===== config.mk =====
export PLATFORM = sky130hd
export DESIGN_NAME = alu_arbiter_flat
export DESIGN_NICKNAME = d
export VERILOG_FILES = /design/src/rtl/octa16_pkg.sv /design/src/rtl/alu_arbiter_if.sv /design/src/rtl/alu.sv /design/src/rtl/alu_arbiter.sv /design/src/flat_wrapper.sv
export SDC_FILE = /design/constraint.sdc
export NUM_CORES = 1
export LEC_CHECK = 0
export ABC_AREA = 1
export ABC_CLOCK_PERIOD_IN_PS = 2800
export CAP_MARGIN = 5
export CORE_AREA = 4 4 75 77
export CTS_CLUSTER_DIAMETER = 30
export DETAILED_ROUTE_END_ITERATION = 8
export DIE_AREA = 0 0 79 81
export GPL_TIMING_DRIVEN = 0
export HOLD_SLACK_MARGIN = 0.06
export PLACE_DENSITY = 0.91
export SLEW_MARGIN = 20
export SYNTH_ARGS = -nofsm -noshare
export SYNTH_HDL_FRONTEND = slang
export SYNTH_SLANG_ARGS = --single-unit
export TNS_END_PERCENT = 10

===== constraint.sdc =====
create_clock -name clk -period 2.8 [get_ports clk]
set_input_delay 0.84 -clock clk [delete_from_list [all_inputs] [get_ports clk]]
set_output_delay 0.84 -clock clk [all_outputs]
set_load 0.005 [all_outputs]

===== src/rtl/octa16_pkg.sv =====
// rtl/octa16_pkg.sv - shared widths, ALU op codes and FSM encoding for alu_arbiter
package octa16_pkg;

  localparam int DATA_W   = 8;
  localparam int CTRL_W   = 3;
  localparam int REQ_ID_W = 1;

  localparam logic [CTRL_W-1:0] OP_LOGIC  = 3'b000;
  localparam logic [CTRL_W-1:0] OP_ADDSUB = 3'b011;
  localparam logic [CTRL_W-1:0] OP_SHIFT  = 3'b100;

  typedef enum logic [1:0] {
    ST_IDLE = 2'd0,
    ST_EXEC = 2'd1,
    ST_RESP = 2'd2
  } state_e;

  typedef struct packed {
    logic [DATA_W-1:0]   rs1;
    logic [DATA_W-1:0]   rs2;
    logic [CTRL_W-1:0]   ctrl;
    logic                flag;
    logic [REQ_ID_W-1:0] id;
  } op_t;

endpackage


===== src/rtl/alu_arbiter_if.sv =====
// rtl/alu_arbiter_if.sv - two-requester request bus plus response bus for alu_arbiter
interface alu_arbiter_if;
  import octa16_pkg::*;

  logic                req0_valid;
  logic                req0_ready;
  logic [DATA_W-1:0]   req0_rs1;
  logic [DATA_W-1:0]   req0_rs2;
  logic [CTRL_W-1:0]   req0_ctrl;
  logic                req0_flag;

  logic                req1_valid;
  logic                req1_ready;
  logic [DATA_W-1:0]   req1_rs1;
  logic [DATA_W-1:0]   req1_rs2;
  logic [CTRL_W-1:0]   req1_ctrl;
  logic                req1_flag;

  logic                rsp_valid;
  logic                rsp_ready;
  logic [REQ_ID_W-1:0] rsp_id;
  logic [DATA_W-1:0]   rsp_out;
  logic                rsp_overflow;

  modport master (
    output req0_valid, req0_rs1, req0_rs2, req0_ctrl, req0_flag,
    output req1_valid, req1_rs1, req1_rs2, req1_ctrl, req1_flag,
    input  req0_ready, req1_ready,
    input  rsp_valid, rsp_id, rsp_out, rsp_overflow,
    output rsp_ready
  );

  modport slave (
    input  req0_valid, req0_rs1, req0_rs2, req0_ctrl, req0_flag,
    input  req1_valid, req1_rs1, req1_rs2, req1_ctrl, req1_flag,
    output req0_ready, req1_ready,
    output rsp_valid, rsp_id, rsp_out, rsp_overflow,
    input  rsp_ready
  );

endinterface


===== src/rtl/alu.sv =====
// rtl/alu.sv - 8-bit combinational ALU: NOR/NAND, ADD/SUB with carry, SHR/SHL
module alu
  import octa16_pkg::*;
(
  input  logic [DATA_W-1:0] rs1_i,
  input  logic [DATA_W-1:0] rs2_i,
  input  logic [CTRL_W-1:0] ctrl_i,
  input  logic              flag_i,
  output logic [DATA_W-1:0] out_o,
  output logic              overflow_o
);

  logic [DATA_W:0] sum;

  // SUB reuses the adder as rs1 + ~rs2 + 1; overflow is the adder carry-out
  always_comb begin
    sum = {1'b0, rs1_i} + {1'b0, (flag_i ? ~rs2_i : rs2_i)} + {{DATA_W{1'b0}}, flag_i};
  end

  always_comb begin
    out_o      = '0;
    overflow_o = 1'b0;
    case (ctrl_i)
      OP_LOGIC:  out_o = flag_i ? ~(rs1_i & rs2_i) : ~(rs1_i | rs2_i);
      OP_ADDSUB: begin
        out_o      = sum[DATA_W-1:0];
        overflow_o = sum[DATA_W];
      end
      OP_SHIFT:  out_o = flag_i ? (rs1_i << rs2_i[2:0]) : (rs1_i >> rs2_i[2:0]);
      default: begin
        out_o      = '0;
        overflow_o = 1'b0;
      end
    endcase
  end

endmodule


===== src/rtl/alu_arbiter.sv =====
// rtl/alu_arbiter.sv - arbitrates two requesters onto one ALU with IDLE/EXEC/RESP FSM
// ALU_ARB_RR_EN selects round-robin arbitration; undefined gives fixed priority to requester 0.
module alu_arbiter
  import octa16_pkg::*;
(
  input  logic         clk,
  input  logic         rst_n,
  alu_arbiter_if.slave bus,
  output logic         busy
);

  state_e              state_q, state_d;
  op_t                 op_q;
  logic [DATA_W-1:0]   rsp_out_q;
  logic                rsp_ovf_q;
  logic [REQ_ID_W-1:0] rsp_id_q;
  logic [REQ_ID_W-1:0] gnt_id;
  logic                accept;
  logic                in_idle;
  logic [DATA_W-1:0]   alu_out;
  logic                alu_ovf;

`ifdef ALU_ARB_RR_EN
  logic [REQ_ID_W-1:0] last_q;

  // Pointer starts at 1 so requester 0 wins the first contested grant
  always_ff @(posedge clk or negedge rst_n) begin
    if (!rst_n) begin
      last_q <= 1'b1;
    end else if (accept) begin
      last_q <= gnt_id;
    end
  end

  always_comb begin
    if (bus.req0_valid && bus.req1_valid) begin
      gnt_id = ~last_q;
    end else begin
      gnt_id = ~bus.req0_valid;
    end
  end
`else
  always_comb begin
    gnt_id = ~bus.req0_valid;
  end
`endif

  always_ff @(posedge clk or negedge rst_n) begin
    if (!rst_n) begin
      state_q <= ST_IDLE;
    end else begin
      state_q <= state_d;
    end
  end

  always_comb begin
    state_d = state_q;
    case (state_q)
      ST_IDLE: if (accept)        state_d = ST_EXEC;
      ST_EXEC:                    state_d = ST_RESP;
      ST_RESP: if (bus.rsp_ready) state_d = ST_IDLE;
      default:                    state_d = ST_IDLE;
    endcase
  end

  // Readies are gated by rst_n so nothing is offered while reset is held
  always_comb begin
    in_idle        = rst_n && (state_q == ST_IDLE);
    bus.req0_ready = in_idle && (gnt_id == 1'b0) && bus.req0_valid;
    bus.req1_ready = in_idle && (gnt_id == 1'b1) && bus.req1_valid;
    accept         = bus.req0_ready || bus.req1_ready;
    bus.rsp_valid  = (state_q == ST_RESP);
    busy           = (state_q != ST_IDLE);
  end

  always_ff @(posedge clk or negedge rst_n) begin
    if (!rst_n) begin
      op_q <= '0;
    end else if (accept) begin
      if (gnt_id == 1'b1) begin
        op_q <= '{rs1: bus.req1_rs1, rs2: bus.req1_rs2, ctrl: bus.req1_ctrl,
                  flag: bus.req1_flag, id: 1'b1};
      end else begin
        op_q <= '{rs1: bus.req0_rs1, rs2: bus.req0_rs2, ctrl: bus.req0_ctrl,
                  flag: bus.req0_flag, id: 1'b0};
      end
    end
  end

  alu u_alu (
    .rs1_i      (op_q.rs1),
    .rs2_i      (op_q.rs2),
    .ctrl_i     (op_q.ctrl),
    .flag_i     (op_q.flag),
    .out_o      (alu_out),
    .overflow_o (alu_ovf)
  );

  always_ff @(posedge clk or negedge rst_n) begin
    if (!rst_n) begin
      rsp_out_q <= '0;
      rsp_ovf_q <= 1'b0;
      rsp_id_q  <= '0;
    end else if (state_q == ST_EXEC) begin
      rsp_out_q <= alu_out;
      rsp_ovf_q <= alu_ovf;
      rsp_id_q  <= op_q.id;
    end
  end

  assign bus.rsp_out      = rsp_out_q;
  assign bus.rsp_overflow = rsp_ovf_q;
  assign bus.rsp_id       = rsp_id_q;

endmodule


===== src/flat_wrapper.sv =====
// flat-port wrapper written by rule: the top's interface ports become plain ports
module alu_arbiter_flat import octa16_pkg::*;
  (clk, rst_n, busy, bus_req0_valid, bus_req0_rs1, bus_req0_rs2, bus_req0_ctrl, bus_req0_flag, bus_req1_valid, bus_req1_rs1, bus_req1_rs2, bus_req1_ctrl, bus_req1_flag, bus_req0_ready, bus_req1_ready, bus_rsp_valid, bus_rsp_id, bus_rsp_out, bus_rsp_overflow, bus_rsp_ready);
  alu_arbiter_if bus_i ();
  input  logic clk;
  input  logic rst_n;
  output logic busy;
  input wire logic [$bits(bus_i.req0_valid)-1:0] bus_req0_valid;
  input wire logic [$bits(bus_i.req0_rs1)-1:0] bus_req0_rs1;
  input wire logic [$bits(bus_i.req0_rs2)-1:0] bus_req0_rs2;
  input wire logic [$bits(bus_i.req0_ctrl)-1:0] bus_req0_ctrl;
  input wire logic [$bits(bus_i.req0_flag)-1:0] bus_req0_flag;
  input wire logic [$bits(bus_i.req1_valid)-1:0] bus_req1_valid;
  input wire logic [$bits(bus_i.req1_rs1)-1:0] bus_req1_rs1;
  input wire logic [$bits(bus_i.req1_rs2)-1:0] bus_req1_rs2;
  input wire logic [$bits(bus_i.req1_ctrl)-1:0] bus_req1_ctrl;
  input wire logic [$bits(bus_i.req1_flag)-1:0] bus_req1_flag;
  output wire logic [$bits(bus_i.req0_ready)-1:0] bus_req0_ready;
  output wire logic [$bits(bus_i.req1_ready)-1:0] bus_req1_ready;
  output wire logic [$bits(bus_i.rsp_valid)-1:0] bus_rsp_valid;
  output wire logic [$bits(bus_i.rsp_id)-1:0] bus_rsp_id;
  output wire logic [$bits(bus_i.rsp_out)-1:0] bus_rsp_out;
  output wire logic [$bits(bus_i.rsp_overflow)-1:0] bus_rsp_overflow;
  input wire logic [$bits(bus_i.rsp_ready)-1:0] bus_rsp_ready;
  assign bus_i.req0_valid = bus_req0_valid;
  assign bus_i.req0_rs1 = bus_req0_rs1;
  assign bus_i.req0_rs2 = bus_req0_rs2;
  assign bus_i.req0_ctrl = bus_req0_ctrl;
  assign bus_i.req0_flag = bus_req0_flag;
  assign bus_i.req1_valid = bus_req1_valid;
  assign bus_i.req1_rs1 = bus_req1_rs1;
  assign bus_i.req1_rs2 = bus_req1_rs2;
  assign bus_i.req1_ctrl = bus_req1_ctrl;
  assign bus_i.req1_flag = bus_req1_flag;
  assign bus_req0_ready = bus_i.req0_ready;
  assign bus_req1_ready = bus_i.req1_ready;
  assign bus_rsp_valid = bus_i.rsp_valid;
  assign bus_rsp_id = bus_i.rsp_id;
  assign bus_rsp_out = bus_i.rsp_out;
  assign bus_rsp_overflow = bus_i.rsp_overflow;
  assign bus_i.rsp_ready = bus_rsp_ready;
  alu_arbiter u_core (.clk(clk), .rst_n(rst_n), .bus(bus_i), .busy(busy));
endmodule

==> impl_metrics.xml <==
<?xml version="1.0" encoding="UTF-8"?>
<metrics>
  <group name="synthesis">
    <metric name="synthesis.area_per_instance" unit="sq um">6.56</metric>
    <metric name="post_synth_fa_ha_maj_area_fraction" unit="">0.0443</metric>
    <metric name="yosysSeqAreaShare" unit="">0.305</metric>
    <metric name="synth_top_family_by_area" unit="">simple AND/OR/NAND/NOR gates</metric>
    <metric name="synthFlopType" unit="">sky130_fd_sc_hd__dfrtp_1</metric>
    <metric name="synth_top_cells_by_count" unit="">sky130_fd_sc_hd__nand2_1 (136), sky130_fd_sc_hd__inv_1 (47), sky130_fd_sc_hd__nand3_1 (43)</metric>
    <metric name="post-synth-top-count-cell" unit="">sky130_fd_sc_hd__nand2_1</metric>
    <metric name="synth-edff-count" unit="">0</metric>
    <metric name="post_synth_num_cell_types" unit="">30</metric>
    <metric name="post_synth_simple_gate_area" unit="">0.366</metric>
    <metric name="synthXorXnorAreaFrac" unit="">0.0162</metric>
    <metric name="synthesized_flop_and_latch_total" unit="">33</metric>
    <metric name="synth_cells" unit="">413</metric>
    <metric name="post_synth_mux_area_share" unit="">0</metric>
    <metric name="yosys_top_cell_by_area" unit="">sky130_fd_sc_hd__dfrtp_1</metric>
    <metric name="synth_top_area_share" unit="">0.305</metric>
    <metric name="syn-num-nets" unit="">467</metric>
    <metric name="synth.area.top_cells" unit="">sky130_fd_sc_hd__dfrtp_1 (30%), sky130_fd_sc_hd__nand2_1 (19%), sky130_fd_sc_hd__nand3_1 (7.9%)</metric>
    <metric name="area_of_the_mapped_netlist" unit="sq um">2710</metric>
    <metric name="ys.warnings.count" unit="">0</metric>
    <metric name="synth_async_sr_flop_share" unit="">1.00</metric>
    <metric name="synth-compound-area-share" unit="">0.152</metric>
  </group>
  <group name="timing">
    <metric name="final-hold-violation-count" unit="">0</metric>
    <metric name="grt_setup_unrepaired" unit="">no</metric>
    <metric name="final_min_period_over_clock_period" unit="">0.919</metric>
    <metric name="tightestPinTransition" unit="ns">0.457</metric>
    <metric name="fmax" unit="MHz">389</metric>
    <metric name="setup_ws" unit="ns">0.228</metric>
    <metric name="slew-limit-headroom" unit="">0.695</metric>
    <metric name="final_count_of_pins_violating_max_slew" unit="">0</metric>
    <metric name="final.setup_skew" unit="ns">0.00796</metric>
    <metric name="final.min_clock_period" unit="ns">2.57</metric>
    <metric name="timing.final.setup_violations" unit="">0</metric>
  </group>
  <group name="die">
    <metric name="die_height" unit="um">81</metric>
    <metric name="placementRows" unit="">26</metric>
    <metric name="initial_utilization" unit="">0.541</metric>
    <metric name="fp.dieArea" unit="sq um">6400</metric>
    <metric name="ioPinCount" unit="">59</metric>
    <metric name="placeableCoreArea" unit="sq um">5010</metric>
    <metric name="fp.dieW" unit="um">79</metric>
  </group>
  <group name="clock_network">
    <metric name="clock_tree.root_cell" unit="">sky130_fd_sc_hd__clkbuf_8</metric>
    <metric name="htree_num_levels" unit="">2</metric>
    <metric name="largest_buffer_count_on_any_clock_path" unit="">2</metric>
    <metric name="tritoncts" unit="">yes</metric>
    <metric name="numClockSinks" unit="">33</metric>
    <metric name="cts.reportedPaths.clkPinSlew" unit="ns">0.07</metric>
    <metric name="cts-buffers-inserted" unit="">5</metric>
    <metric name="cts_hold_buf" unit="">0</metric>
    <metric name="clkLatencyLatePin" unit="ns">0.29</metric>
  </group>
  <group name="place">
    <metric name="detailed_place_hpwl" unit="um">6200</metric>
    <metric name="place_worst_setup_slack" unit="ns">-0.200</metric>
    <metric name="gp_routability_congestion" unit="">0.966</metric>
    <metric name="port_buffers" unit="">57</metric>
  </group>
  <group name="worst_setup_path">
    <metric name="critical_path.max_stage_delay" unit="ns">0.48</metric>
    <metric name="cp_top_family" unit="">buffers and inverters</metric>
    <metric name="crit_fanout" unit="">2</metric>
    <metric name="critical_path.cell_chain" unit="">clkdlybuf4s50_1 -&gt; nand2_2 -&gt; nor2_4 -&gt; dlygate4sd2_1</metric>
    <metric name="crit_path_top_delay_cell" unit="">sky130_fd_sc_hd__clkdlybuf4s50_1</metric>
    <metric name="endpoint_kind" unit="">output pin</metric>
    <metric name="crit_buf_inv" unit="">2</metric>
    <metric name="ff2ff_path_depth" unit="">12</metric>
    <metric name="crit_path_start_kind" unit="">primary input</metric>
    <metric name="critical_path.reg2reg.startpoint" unit="">u_core.op_q[1]</metric>
    <metric name="worst_r2r_setup_slack" unit="ns">0.61</metric>
    <metric name="critPathArrivalTime" unit="ns">1.73</metric>
    <metric name="timing.critical_path.required" unit="ns">1.96</metric>
    <metric name="critical_path.reg2reg.endpoint" unit="">u_core.bus.rsp_out[3]</metric>
    <metric name="criticalPathCategory" unit="">in -&gt; out</metric>
  </group>
  <group name="run">
    <metric name="number_of_max_cap_violations" unit="">0</metric>
  </group>
  <group name="pwr">
    <metric name="switchingPower" unit="mW">1.79</metric>
    <metric name="sw_frac_of_total" unit="">0.498</metric>
    <metric name="cellPowerDensity" unit="nW/um^2">1020</metric>
    <metric name="share_clk_of_total_power" unit="">0.130</metric>
    <metric name="combinationalPowerShare" unit="">0.625</metric>
    <metric name="share_of_total_power_in_sequential_cells" unit="">0.245</metric>
    <metric name="leakagePower" unit="nW">1.85</metric>
    <metric name="irDropWorstVdd" unit="V">0.000504</metric>
    <metric name="internal_power" unit="mW">1.81</metric>
  </group>
  <group name="global_route">
    <metric name="gr-usage-all-layers" unit="">0.280</metric>
    <metric name="grt_overflow" unit="">0</metric>
    <metric name="grt_pass1_wl" unit="um">14000</metric>
    <metric name="number_of_antenna_violations_at_the_first_check_in_global_routing" unit="">0</metric>
    <metric name="maximum_number_of_pins_on_one_net_before_global_route_repair" unit="">16</metric>
    <metric name="grt_pass1_vias" unit="">3006</metric>
  </group>
  <group name="drt">
    <metric name="route.detailed.wl_per_inst" unit="um">15.0</metric>
    <metric name="ant_nets" unit="">0</metric>
    <metric name="detail_route.drc_violations" unit="">0</metric>
    <metric name="dr.first_iter.drc_count" unit="">315</metric>
    <metric name="post_drt_via_cell_ratio" unit="">5.52</metric>
    <metric name="route.vias.total" unit="">3048</metric>
    <metric name="drtPass1Iterations" unit="">6</metric>
    <metric name="finalWirelength" unit="um">8290</metric>
  </group>
  <group name="finish">
    <metric name="layout-area-overhead-vs-synth" unit="%">31.0</metric>
    <metric name="final_layout_size_suffix_gt1_frac" unit="">0.118</metric>
    <metric name="nFillCells" unit="">432</metric>
    <metric name="finish.net_count" unit="">535</metric>
    <metric name="final_core_utilization" unit="">0.708</metric>
    <metric name="diodes" unit="">0</metric>
  </group>
  <group name="outcome">
    <metric name="run_status" unit="">completed</metric>
  </group>
  <group name="min_path">
    <metric name="worstHoldPathType" unit="">in -&gt; async</metric>
  </group>
</metrics>
==> flip-flops by register name, summed over array words and instances, names as in the netlist <==
name / count
u_core.bus.rsp_overflow: 1
u_core.state_q: 2
u_core.bus.rsp_out: 8
u_core.bus.rsp_id: 1
u_core.op_q: 21
==> cells in the final DEF (no fill, tap or decap), types with 2 or more instances in the layout <==
| cell | n |
|---|---|
| sky130_fd_sc_hd__clkdlybuf4s50_1 | 54 |
| sky130_fd_sc_hd__o21ai_0 | 23 |
| sky130_fd_sc_hd__nand2_4 | 2 |
| sky130_fd_sc_hd__o21ai_1 | 13 |
| sky130_fd_sc_hd__buf_4 | 5 |
| sky130_fd_sc_hd__nand4_1 | 5 |
| sky130_fd_sc_hd__o211ai_1 | 10 |
| sky130_fd_sc_hd__nor2_1 | 26 |
| sky130_fd_sc_hd__inv_1 | 47 |
| sky130_fd_sc_hd__inv_4 | 2 |
| sky130_fd_sc_hd__dfrtp_1 | 33 |
| sky130_fd_sc_hd__buf_1 | 2 |
| sky130_fd_sc_hd__a21oi_1 | 13 |
| sky130_fd_sc_hd__clkbuf_1 | 2 |
| sky130_fd_sc_hd__o21ai_2 | 9 |
| sky130_fd_sc_hd__nand2_1 | 136 |
| sky130_fd_sc_hd__nor2_2 | 3 |
| sky130_fd_sc_hd__nand3_1 | 43 |
| sky130_fd_sc_hd__ha_1 | 8 |
| sky130_fd_sc_hd__xor2_1 | 5 |
| sky130_fd_sc_hd__inv_2 | 7 |
| sky130_fd_sc_hd__buf_6 | 4 |
| sky130_fd_sc_hd__clkbuf_8 | 5 |
| sky130_fd_sc_hd__buf_2 | 5 |
| sky130_fd_sc_hd__nand2_2 | 6 |
==> per-layer routing <==
| metal | global-route usage | wire, um |
|---|---|---|
| met5 | 0 | 0 |
| met2 | 0.492 | 4040 |
| met4 | 0.101 | 244 |
| met1 | 0.352 | 3430 |
| met3 | 0.0388 | 573 |
==> how the worst max path moves through the flow <==
stage | start | to | slack [ns] | cells after the start
2_1_floorplan | rst_n | bus_req1_ready | 0.79 | 4
3_3_place_gp | rst_n | bus_req1_ready | -1.47 | 6
3_5_place_dp | rst_n | bus_req1_ready | -0.20 | 7
4_1_cts | rst_n | bus_req0_ready | 0.04 | 7
5_1_grt | bus_req1_valid | bus_req1_ready | 0.19 | 4
6_report | bus_req1_valid | bus_req1_ready | 0.23 | 4
==> power groups by stage <==
stage | registers (mW) | clock network [mW] | logic, mW
after global placement | 0.865 | 0 | 2.12
final | 0.882 | 0.468 | 2.25
after detailed placement | 0.874 | 0 | 2.19
after CTS | 0.869 | 0.466 | 2.22
after floorplan | 0.810 | 0 | 1.58
after global routing | 0.898 | 0.493 | 2.54
==> stage by stage <==
step	cells	instance area, sq um	hold WS, ns	setup TNS (ns)	total power, mW
after global routing	552	3550	0.349	0	3.93
after CTS	552	3550	0.350	0	3.55
after floorplan	413	2710	0.447	0	2.39
after global placement	540	3370	0.460	-15.66	2.99
after detailed placement	541	3380	0.470	-0.333	3.06
final	552	3550	0.357	0	3.60
==> what timing repair did <==
| action | CTS | global route |
|---|---|---|
| setup endpoints to repair | 2 | 1 |
| pin swaps | 1 | 0 |
| cloned | 1 | 0 |
| resized for setup | 2 | 1 |
| buffers inserted | 2 | 0 |
==> cell type report <==
class | count | area (sq um) | area share
multi-input cells | 309 | 1570 | 0.442
flip-flops and latches | 33 | 826 | 0.233
plain buffers | 15 | 100 | 0.0282
clock inverters | 3 | 46.3 | 0.0130
repair buffers | 61 | 637 | 0.179
clock buffers | 5 | 68.8 | 0.0194
inverters | 56 | 215 | 0.0606
well taps | 70 | 87.6 | 0.0247
==> kinds of logic after synthesis <==
| group | count (synthesis) |
|---|---|
| xor+xnor | 5 |
| compound gates | 70 |
| fa+ha+maj | 9 |
| flops | 33 |
| buf+inv | 71 |
| simple gates | 225 |
Note: power is estimated with default switching activity, not from simulation.
